[src/rtl/uart_tx_frame.sv]
// uart_tx_frame: parametrised UART transmitter with a valid/ready byte handshake.
// Serialises start bit, DATA_BITS data bits (LSB first), optional parity bit and
// one or two stop bits. Every bit lasts CPB = F/BAUD clock cycles.
//
// Ports:
//   clk    system clock, rising edge
//   rst    synchronous active-high reset, aborts any frame in progress
//   data   byte to send, sampled only on the valid && ready handshake
//   valid  producer has a byte on data
//   ready  transmitter accepts a byte this cycle (registered)
//   tx     serial line, idle high (registered)
//   busy   frame in progress, start bit through last stop bit (registered)
module uart_tx_frame #(
    parameter int unsigned BAUD      = 115200,
    parameter int unsigned F         = 50000000,
    parameter int unsigned DATA_BITS = 8,
    parameter int unsigned PARITY    = 0,
    parameter int unsigned STOP_BITS = 1
) (
    input  logic                 clk,
    input  logic                 rst,
    input  logic [DATA_BITS-1:0] data,
    input  logic                 valid,
    output logic                 ready,
    output logic                 tx,
    output logic                 busy
);

    localparam int unsigned CPB   = F / BAUD;
    localparam int unsigned CNT_W = (CPB > 1) ? $clog2(CPB) : 1;
    localparam int unsigned BIT_W = 4;

    // Reject configurations the datapath cannot serve.
    if (CPB < 2) begin : g_chk_cpb
        $error("uart_tx_frame: F/BAUD must be at least 2");
    end
    if (DATA_BITS < 5 || DATA_BITS > 9) begin : g_chk_data_bits
        $error("uart_tx_frame: DATA_BITS must be in 5..9");
    end
    if (PARITY > 2) begin : g_chk_parity
        $error("uart_tx_frame: PARITY must be 0, 1 or 2");
    end
    if (STOP_BITS < 1 || STOP_BITS > 2) begin : g_chk_stop_bits
        $error("uart_tx_frame: STOP_BITS must be 1 or 2");
    end

    typedef enum logic [2:0] {
        S_IDLE,
        S_START,
        S_DATA,
        S_PAR,
        S_STOP
    } state_t;

    state_t               r_state;
    logic [CNT_W-1:0]     r_clk_cnt;
    logic [BIT_W-1:0]     r_bit_cnt;
    logic [DATA_BITS-1:0] r_shift;
    logic                 r_par;
    logic                 r_tx;
    logic                 r_ready;
    logic                 r_busy;

    logic                 w_bit_end;
    logic                 w_handshake;
    logic                 w_par_calc;

    // Last cycle of the current bit period.
    assign w_bit_end   = (r_clk_cnt == CNT_W'(CPB - 1));
    assign w_handshake = valid && r_ready;
    // Even parity is the XOR of the data bits; odd parity is its inverse.
    assign w_par_calc  = (PARITY == 1) ? ~(^data) : (^data);

    // Frame sequencer; tx is updated on the same edge as each state change so
    // every bit boundary lines up exactly with the divider wrap.
    always_ff @(posedge clk) begin
        if (rst) begin
            r_state   <= S_IDLE;
            r_clk_cnt <= '0;
            r_bit_cnt <= '0;
            r_shift   <= '0;
            r_par     <= 1'b0;
            r_tx      <= 1'b1;
            r_ready   <= 1'b0;
            r_busy    <= 1'b0;
        end else begin
            case (r_state)
                S_IDLE: begin
                    r_tx <= 1'b1;
                    if (w_handshake) begin
                        r_shift   <= data;
                        r_par     <= w_par_calc;
                        r_bit_cnt <= '0;
                        r_clk_cnt <= '0;
                        r_tx      <= 1'b0;
                        r_ready   <= 1'b0;
                        r_busy    <= 1'b1;
                        r_state   <= S_START;
                    end else begin
                        r_ready <= 1'b1;
                    end
                end

                S_START: begin
                    if (w_bit_end) begin
                        r_clk_cnt <= '0;
                        r_tx      <= r_shift[0];
                        r_state   <= S_DATA;
                    end else begin
                        r_clk_cnt <= r_clk_cnt + CNT_W'(1);
                    end
                end

                S_DATA: begin
                    if (w_bit_end) begin
                        r_clk_cnt <= '0;
                        if (r_bit_cnt == BIT_W'(DATA_BITS - 1)) begin
                            r_bit_cnt <= '0;
                            if (PARITY != 0) begin
                                r_tx    <= r_par;
                                r_state <= S_PAR;
                            end else begin
                                r_tx    <= 1'b1;
                                r_state <= S_STOP;
                            end
                        end else begin
                            // Next bit is already at position 1 of the register.
                            r_bit_cnt <= r_bit_cnt + BIT_W'(1);
                            r_shift   <= r_shift >> 1;
                            r_tx      <= r_shift[1];
                        end
                    end else begin
                        r_clk_cnt <= r_clk_cnt + CNT_W'(1);
                    end
                end

                S_PAR: begin
                    if (w_bit_end) begin
                        r_clk_cnt <= '0;
                        r_bit_cnt <= '0;
                        r_tx      <= 1'b1;
                        r_state   <= S_STOP;
                    end else begin
                        r_clk_cnt <= r_clk_cnt + CNT_W'(1);
                    end
                end

                S_STOP: begin
                    if (w_bit_end) begin
                        r_clk_cnt <= '0;
                        if (r_bit_cnt == BIT_W'(STOP_BITS - 1)) begin
                            r_bit_cnt <= '0;
                            r_tx      <= 1'b1;
                            r_ready   <= 1'b1;
                            r_busy    <= 1'b0;
                            r_state   <= S_IDLE;
                        end else begin
                            r_bit_cnt <= r_bit_cnt + BIT_W'(1);
                        end
                    end else begin
                        r_clk_cnt <= r_clk_cnt + CNT_W'(1);
                    end
                end

                default: begin
                    r_state   <= S_IDLE;
                    r_clk_cnt <= '0;
                    r_bit_cnt <= '0;
                    r_tx      <= 1'b1;
                    r_ready   <= 1'b0;
                    r_busy    <= 1'b0;
                end
            endcase
        end
    end

    assign ready = r_ready;
    assign tx    = r_tx;
    assign busy  = r_busy;

endmodule
[config.mk]
export PLATFORM = sky130hd
export DESIGN_NAME = uart_tx_frame
export DESIGN_NICKNAME = d
export VERILOG_FILES = /design/src/rtl/uart_tx_frame.sv
export SDC_FILE = /design/constraint.sdc
export NUM_CORES = 1
export LEC_CHECK = 0
export ABC_AREA = 1
export CAP_MARGIN = 10
export CORE_UTILIZATION = 35
export DETAILED_ROUTE_END_ITERATION = 7
export SETUP_SLACK_MARGIN = 0.15
export SYNTH_ARGS = -nofsm -noshare
export SYNTH_HDL_FRONTEND = slang
export SYNTH_SLANG_ARGS = --single-unit
[constraint.sdc]
create_clock -name clk -period 2.1 [get_ports clk]
set_input_delay 0.21 -clock clk [delete_from_list [all_inputs] [get_ports clk]]
set_output_delay 0.21 -clock clk [all_outputs]
set_load 0.1 [all_outputs]
* Word-level counts from Yosys, hierarchy flattened
Cells that the tools add are included.
** Word-level totals
- Bits in writable memories :: 0
- Bits in registers :: 27
- Output and inout port bits :: 3
- ROM bits :: 0
- Logic and storage cells :: 72
- Memories kept :: 0
- Input port bits :: 11
- Bits in latches :: 0
** Cells by class
- Div/mod/pow operators :: 0
- Equality and inequality tests :: 14
- Mux-type cells :: 35
- Multiply operators :: 0
- Magnitude comparators :: 0
- Shift operators :: 0
- Bitwise gates (word level) :: 2
- Add/sub/neg operators :: 2
- Reductions and logical operators :: 12
** Operators by type and width (count)
- $mux 4 :: 6
- $mux 8 :: 3
- $mux 3 :: 7
- $pmux 4 s5 :: 1
- $mux 9 :: 2
- $pmux 9 s2 :: 1
- $ne 2x2->1 const B :: 8
- $pmux 8 s2 :: 1
- $pmux 3 s5 :: 1
- $mux 1 :: 10
- $reduce_and 5->1 :: 2
- $add 9x1->9 const B :: 1
- $eq 9x9->1 const B :: 1
- $reduce_and 4->1 :: 2
- $reduce_and 7->1 :: 1
- $eq 3x2->1 const B :: 2
- $pmux 1 s3 :: 2
- $pmux 1 s5 :: 1
- $add 4x1->4 const B :: 1
- $eq 4x3->1 const B :: 1
- $logic_not 4->1 :: 1
- $reduce_or 4->1 :: 1
- $eq 3x1->1 const B :: 1
- $eq 3x3->1 const B :: 1
- 6 further kinds :: 7

* Depth between registers and ports, before layout
- Depth in word-level cells :: 4
- Mapped depth :: 11
- Mapped depth without buffers :: 11

* Worst setup path after synthesis
No wires, ideal clock.
- Path kind :: flip-flop to flip-flop
- Start :: register r_ready, in the netlist ready
- End :: register r_clk_cnt[6]
- Path buffers :: 0
- Clock period less this slack :: 1.970 ns
- Path slack :: 0.130 ns
- Stages on the path, launching flop included :: 7
- Required time :: 2.034 ns
- Data arrival time :: 1.904 ns
- Setup time :: 0.066 ns
- Cells stage by stage :: dfxtp_1 -> nand2_1 -> nand3_4 -> nand2_1 -> nor2_1 -> nand3_1 -> a21oi_2
** Between the ends
- Word-level cells in the longest chain between the ends :: 2
** Ends and longest elaborated chain
- from (decl) :: line 61 : logic r_ready;
- from (signal assigned) :: line 84 : r_ready <= 1'b0;
- from (signal assigned) :: line 96 : r_ready <= 1'b0;
- from (signal assigned) :: line 100 : r_ready <= 1'b1;
- $logic_and 1x1->1 :: line 70 : assign w_handshake = valid && r_ready;
- $ne 2x2->1 (no line)
- to (signal assigned) :: line 110 : r_clk_cnt <= r_clk_cnt + CNT_W'(1);
- to (signal assigned) :: line 133 : r_clk_cnt <= r_clk_cnt + CNT_W'(1);
- to (signal assigned) :: line 144 : r_clk_cnt <= r_clk_cnt + CNT_W'(1);
- to (decl) :: line 56 : logic [CNT_W-1:0] r_clk_cnt;
Every way passes these cells.
A chain may end at the register's enable or synchronous reset.

* Worst setup path after layout
- Start :: register r_clk_cnt[0]
- End :: register r_bit_cnt[0]
** Between the ends
- Word-level cells in the longest chain between the ends :: 3
- Elaborated cells between the ends (all ways) :: 5
- Classes of those cells :: eq/ne: 4; reduce/logical: 1
** Ends and longest elaborated chain
- $eq 9x9->1 (*) :: line 69 : assign w_bit_end = (r_clk_cnt == CNT_W'(CPB - 1));
- $ne 2x2->1 (no line)
- $reduce_and 5->1 (no line) (*)
- to (signal assigned) :: line 128 : r_bit_cnt <= r_bit_cnt + BIT_W'(1);
- to (signal assigned) :: line 158 : r_bit_cnt <= r_bit_cnt + BIT_W'(1);
- to (decl) :: line 57 : logic [BIT_W-1:0] r_bit_cnt;
Every way passes the cells marked *; elsewhere a longest branch is shown, timed or not.

==> results.cfg <==
[status]
outcome = finished clean

[setup_path]
required_ps = 2290
crit_start = r_clk_cnt[0]
crit_buf_inv = 0
critPathMaxStageDelay_ps = 410
crit_slowest_cell = dfxtp_1
cp.arrival_ps = 1790
cpMostUsedCell = nand2_1
critPathKind = reg2reg
startpoint_type = flip-flop
worst-path-max-fanout = 6
r2r_cells = 10
r2r_end = r_bit_cnt[0]
path_cells = ha_1, nand2_1, nor2_1, nand2_1, nand2_1, nand2_2, nor2_2, nand2_1, nand2_1, nor2_1
r2r_start = r_clk_cnt[0]
critPathTopFamily = simple AND/OR/NAND/NOR gates
worst_setup_path_end_kind = flip-flop
r2r_slack_ps = 500
cp.depth = 10

[timing]
finalCritPeriodShare_pct = 76.4
fmax_mhz = 623
relSlewSlack_pct = 69.3
skew_ps = 8.46
totalNegativeSetupSlack_ps = 0
hold_viol_final = 0
final-setup-viol-count = 0
period_minus_slack_ps = 1600
tightestPinTransition_ps = 460
rsz0062_at_grt = false
final_max_slew_viol_count = 0

[yosys]
ys.warnings.count = 0
ys_ff_latch = 27
netlist_area_um2 = 1620
synth_ff_type = dfxtp_1
async_flop_share_pct = 0
synth.yosys.seq_area_share_pct = 33.3
syn_area_per_cell_um2 = 6.36
synth_edf_count = 0
synthCells = 255
ys_types = 29
synth_fp_nets = 270

[job]
maxCapViolations = 0

[cts]
cts_setup_buffers = 0
cts.sinks = 27
clkSlewWorstSetupHoldPaths_ps = 100
root_buffer = clkbuf_8
numCtsBuffers = 3
holdBufCountCts = 0
clk_latency_ps = 280
ctsResizeCount = 0
cts_max_path_buffers = 2
cts_tree = built
h-tree-depth = 1

[power]
p_int_mw = 1.40
seq_power_share_pct = 27.9
ir_drop_v = 0.000491
p_sw_share_pct = 52.1
clockPowerShare_pct = 10.5
p_comb_share_pct = 61.7
power_density_nw_per_um2 = 1580
switchingPower_mw = 1.52
leakage_nw = 0.870

[cells_and_area]
drive_gt1_share_pct = 9.29
regArea_um2 = 542
area_growth_pct = 13.4
fin_area_um2 = 1840
antennaDiodeCount = 0
nNetsFinal = 285
multiInputGateArea_um2 = 921
fill_cells = 474

[route]
via_count = 1515
wire_per_inst_um = 10.4
drc = 0
wirelength_um = 3350
routed_via_density = 4.72
drt_first_pass_iters = 4
postRouteAntennaNets = 0
drt_iter0_drc = 47

[floorplanning]
ios = 14
num_rows = 24
dieWidth_um = 70.1
die_area_um2 = 4910
core-area_um2 = 4410
start_util_pct = 36.8
die_h_um = 70.1

[grt]
first_global_vias = 1387
grt_pass1_wl_um = 5910
grt_usage_pct = 14.9
antenna_found_initial = 0
overflow = 0
grt_max_degree = 19

[place]
dp_hpwl_um = 2500
port_buffers = 13
post_dp_cell_area_um2 = 1800
gp_congestion = 0.782

[min_path]
hold_end = r_clk_cnt[5]
hp-start = r_clk_cnt[5]
hold_depth = 2
min_path_type = reg2reg
-- worst max path at each step --
stage                        end
floorplan           r_clk_cnt[6]
global placement    r_bit_cnt[1]
detailed placement  r_bit_cnt[3]
CTS                 r_bit_cnt[3]
global route        r_bit_cnt[0]
finish              r_bit_cnt[0]
-- layer usage --
layer  part of all wire, %  vias up  track usage [%]
met3                   3.3        9             2.60
li1                      -      830                -
met2                    42       26             23.6
met1                    53      650             19.5
met5                     0        -                0
met4                   2.5        0             7.56
-- power by group through the flow --
stage | sequential (mW) | clock (mW) | combinational, mW
6_report | 0.813 | 0.305 | 1.80
5_1_grt | 0.836 | 0.329 | 2.08
4_1_cts | 0.812 | 0.314 | 1.81
3_5_place_dp | 0.821 | 0 | 1.81
3_3_place_gp | 0.820 | 0 | 1.81
2_1_floorplan | 0.985 | 0 | 1.35
-- worst reg2reg max path: stages (launching register included) --
cell     delay (ps)
dfxtp_1         410
ha_1            180
nand2_1          50
nor2_1          100
nand2_1         150
nand2_1         110
nand2_2          80
nor2_2          240
nand2_1          80
nand2_1          60
nor2_1           40
-- layout by cell type (no fill, tap or decap) --
cell type	instances
xnor2_1	1
ha_1	4
nand3_1	11
o211ai_1	1
a211oi_1	1
nand4_1	3
nand2_2	5
inv_2	2
nand3b_1	1
a31oi_1	1
clkbuf_8	3
dfxtp_1	26
nor2_1	41
o21bai_1	2
o22ai_1	1
buf_4	4
o21ai_0	14
nand2_1	76
nor3b_1	1
dfxtp_2	1
clkdlybuf4s50_1	10
nand3_4	3
inv_4	1
a21oi_2	2
inv_1	33
clkbuf_1	1
nand3_2	1
xor2_1	3
a21oi_1	11
nor3_1	2
nor2_2	3
-- per-stage QoR --
stage	utilization (%)	instances	setup WS [ps]	power, mW	hold WS (ps)
after floorplan	-	255	502	2.33	376
after global placement	40.7	317	496	2.63	433
after detailed placement	40.7	317	499	2.63	445
after CTS	41.7	321	485	2.94	458
after global routing	41.7	321	317	3.25	498
final	41.7	321	496	2.92	465
-- cells in the mapped netlist, drive strengths merged, types with 2 or more instances --
| master | n | share of area, % |
|---|---|---|
| o21ai | 14 | 4.3 |
| clkbuf | 2 | 0.46 |
| dfxtp | 27 | 33 |
| buf | 2 | 1.0 |
| nand4 | 3 | 1.2 |
| nor2 | 44 | 11 |
| inv | 36 | 8.5 |
| nor3 | 2 | 0.62 |
| nand3 | 15 | 7.2 |
| xor2 | 3 | 1.6 |
| o21bai | 2 | 0.92 |
| a21oi | 13 | 4.5 |
| ha | 4 | 3.1 |
| nand2 | 81 | 20 |
-- sequential cells by signal, summed over array words and instances, names as in the netlist --
register and flops:
r_bit_cnt 4, tx 1, r_shift 8, r_state 3, busy 1, ready 1, r_clk_cnt 9
-- final cells by class --
cell class | instances | area share (%)
inverters | 36 | 7.48
repair buffers | 14 | 7.07
clock buffers | 4 | 2.45
well taps | 52 | 3.54
multi-input cells | 188 | 50.0
flip-flops and latches | 27 | 29.4
-- cell families after synthesis --
family,count (synthesis),share of synthesized area (%)
AOI/OAI and AO/OA,33,11.4
xor gates and xnor gates,4,2.16
adders and majority gates,4,3.08
buffers and inverters,40,9.95
DFF,27,33.3
and+or+nand+nor,147,40.1
Note: power is estimated with default switching activity, not from simulation.
==> RTL edit: new RTL, config.mk and constraints unchanged <==
Re-encode `state_t` (5 states) as Gray code, 3 bits wide.
--- a/src/rtl/uart_tx_frame.sv
+++ b/src/rtl/uart_tx_frame.sv
@@ -45,11 +45,11 @@
     end
 
     typedef enum logic [2:0] {
-        S_IDLE,
-        S_START,
-        S_DATA,
-        S_PAR,
-        S_STOP
+        S_IDLE  = 3'b000,
+        S_START = 3'b001,
+        S_DATA  = 3'b011,
+        S_PAR   = 3'b010,
+        S_STOP  = 3'b110
     } state_t;
 
     state_t               r_state;
Behaviour: no difference found for any inputs over 10 cycles, from zero or initial values and one cycle with rst high; not proved beyond that.
==> RTL edit against the unedited design <==
  * Design area shrank 2.2%
  * Sequential share of layout area is 0.61 points higher
  * First-iteration DRC count grew 15%
  * Non-clock buffer count grew 1
  * Sequential power is 8.1% lower
  * Synthesized cell count shrank 9.0%
  * Worst setup slack improved by 0.096 ns
  * Synthesized area down 2.2%
  * Combinational power shrank 35%
  * Highest routed layer unchanged
  * Clock skew shrank 0.0017 ns
  * Routed wire length is 5.9% lower
  * Sequential cell count stayed put
  * Total power decreased by 24%
==> RTL edit: results (changes against the unedited design) <==
Timing
  • Worst Tran Pin Value: 0.489 ns (was 0.460 ns)
  • Skew final: 0.00676 ns (was 0.00846 ns)

Global route
  • M2 GR Usage: 0.221 (was 0.236)
  • Met1 Use GR: 0.201 (was 0.195)
  • Vias in the first global route: 1,298 (was 1,387)
  • First-pass GRT wire length: 5.61 mm (was 5.91 mm)

Cells and area
  • Filler Cell Count: 449 (was 474)
  • Share of layout cells above drive strength 1: 0.153 (was 0.0929)
  • Number of diodes: 0 (unchanged)
  • Final Net Count: 264 (was 285)

Power
  • Pint: 1.15 mW (was 1.40 mW)
  • Pleak: 0.778 nW (was 0.870 nW)
  • NetSw: 1.06 mW (was 1.52 mW)
  • Sequential share of power: 0.337 (was 0.279)
  • Comb pwr: 1.17 mW (was 1.80 mW)
  • Worst vdd ir: 0.630 mV (was 0.491 mV)

Place
  • Final RePlAce weighted congestion: 0.768 (was 0.782)
  • Post-DP HPWL: 2.42 mm (was 2.50 mm)

Drt
  • WL met3: 102 µm (was 109 µm)
  • Via density: 4.74 (was 4.72)
  • Routed wire length: 3.15 mm (was 3.35 mm)
  • Routed metal-1 wire length: 1.61 mm (was 1.76 mm)

Synth
  • Synth cell count leaders: nand2_1, nor2_1, dfxtp_1 (was nand2_1, nor2_1, inv_1)
  • Post-synthesis sequential area ratio: 0.341 (was 0.333)
  • Syn Nets: 247 (was 270)
  • Synth unique cells: 28 (was 29)
  • Synth top area cells: dfxtp_1, nand2_1, nor2_1, nand3_1, a21oi_1 (was dfxtp_1, nand2_1, nor2_1, inv_1, o21ai_0)

Worst setup path
  • Reg-to-reg slack, setup: 0.59 ns (was 0.50 ns)
  • Arrival @ worst endpoint: 1.68 ns (was 1.79 ns)
  • CP max stage delay: 0.39 ns (was 0.41 ns)
  • RR Endpoint: r_clk_cnt[8]$_SDFFE_PP0N_ (was r_bit_cnt[0]$_SDFFE_PP0P_)

Hold path
  • Hold_sp: r_shift[6]$_SDFFE_PP0P_ (was r_clk_cnt[5]$_SDFFE_PP0N_)
  • Hold EP: r_shift[6]$_SDFFE_PP0P_ (was r_clk_cnt[5]$_SDFFE_PP0N_)

Outcome
  • Outcome: complete, no violations (unchanged)
## RTL edit: cell families after synthesis
family	after synthesis	share of synthesized area
xor gates and xnor gates	3	0.0166
adders and majority gates	4	0.0315
and+or+nand+nor	142	0.434
buffers and inverters	27	0.0820
DFF	27	0.341
AOI/OAI and AO/OA	29	0.0954
## RTL edit: final cells by class
| type | count | area [µm²] | share of cell area |
|---|---|---|---|
| clock buffer | 4 | 45.0 | 0.0250 |
| timing repair buffer | 15 | 138 | 0.0765 |
| multi-input combinational | 178 | 916 | 0.509 |
| tap | 52 | 65.1 | 0.0362 |
| inverter | 24 | 95.1 | 0.0529 |
| sequential | 27 | 541 | 0.300 |
## RTL edit: how the worst max path moves through the flow
stage / from / slack (ns) / cells after the start / end
2_1_floorplan: ready$_SDFFE_PP0P_ / 0.22 / 7 / r_bit_cnt[3]$_SDFFE_PP0P_
5_1_grt: r_clk_cnt[0]$_SDFFE_PP0N_ / 0.38 / 10 / r_clk_cnt[8]$_SDFFE_PP0N_
3_3_place_gp: valid / 0.59 / 8 / r_bit_cnt[1]$_SDFFE_PP0P_
4_1_cts: r_clk_cnt[0]$_SDFFE_PP0N_ / 0.57 / 10 / r_clk_cnt[8]$_SDFFE_PP0N_
6_report: r_clk_cnt[0]$_SDFFE_PP0N_ / 0.59 / 10 / r_clk_cnt[8]$_SDFFE_PP0N_
3_5_place_dp: valid / 0.59 / 8 / r_clk_cnt[8]$_SDFFE_PP0N_
## RTL edit: per-stage QoR
step,cells,hold slack [ns],setup slack (ns),cell area (µm²)
4_1_cts,300,0.471,0.571,1800
6_report,300,0.470,0.592,1800
5_1_grt,300,0.488,0.380,1800
3_3_place_gp,296,0.449,0.587,1750
2_1_floorplan,232,0.439,0.218,1590
3_5_place_dp,296,0.459,0.586,1750
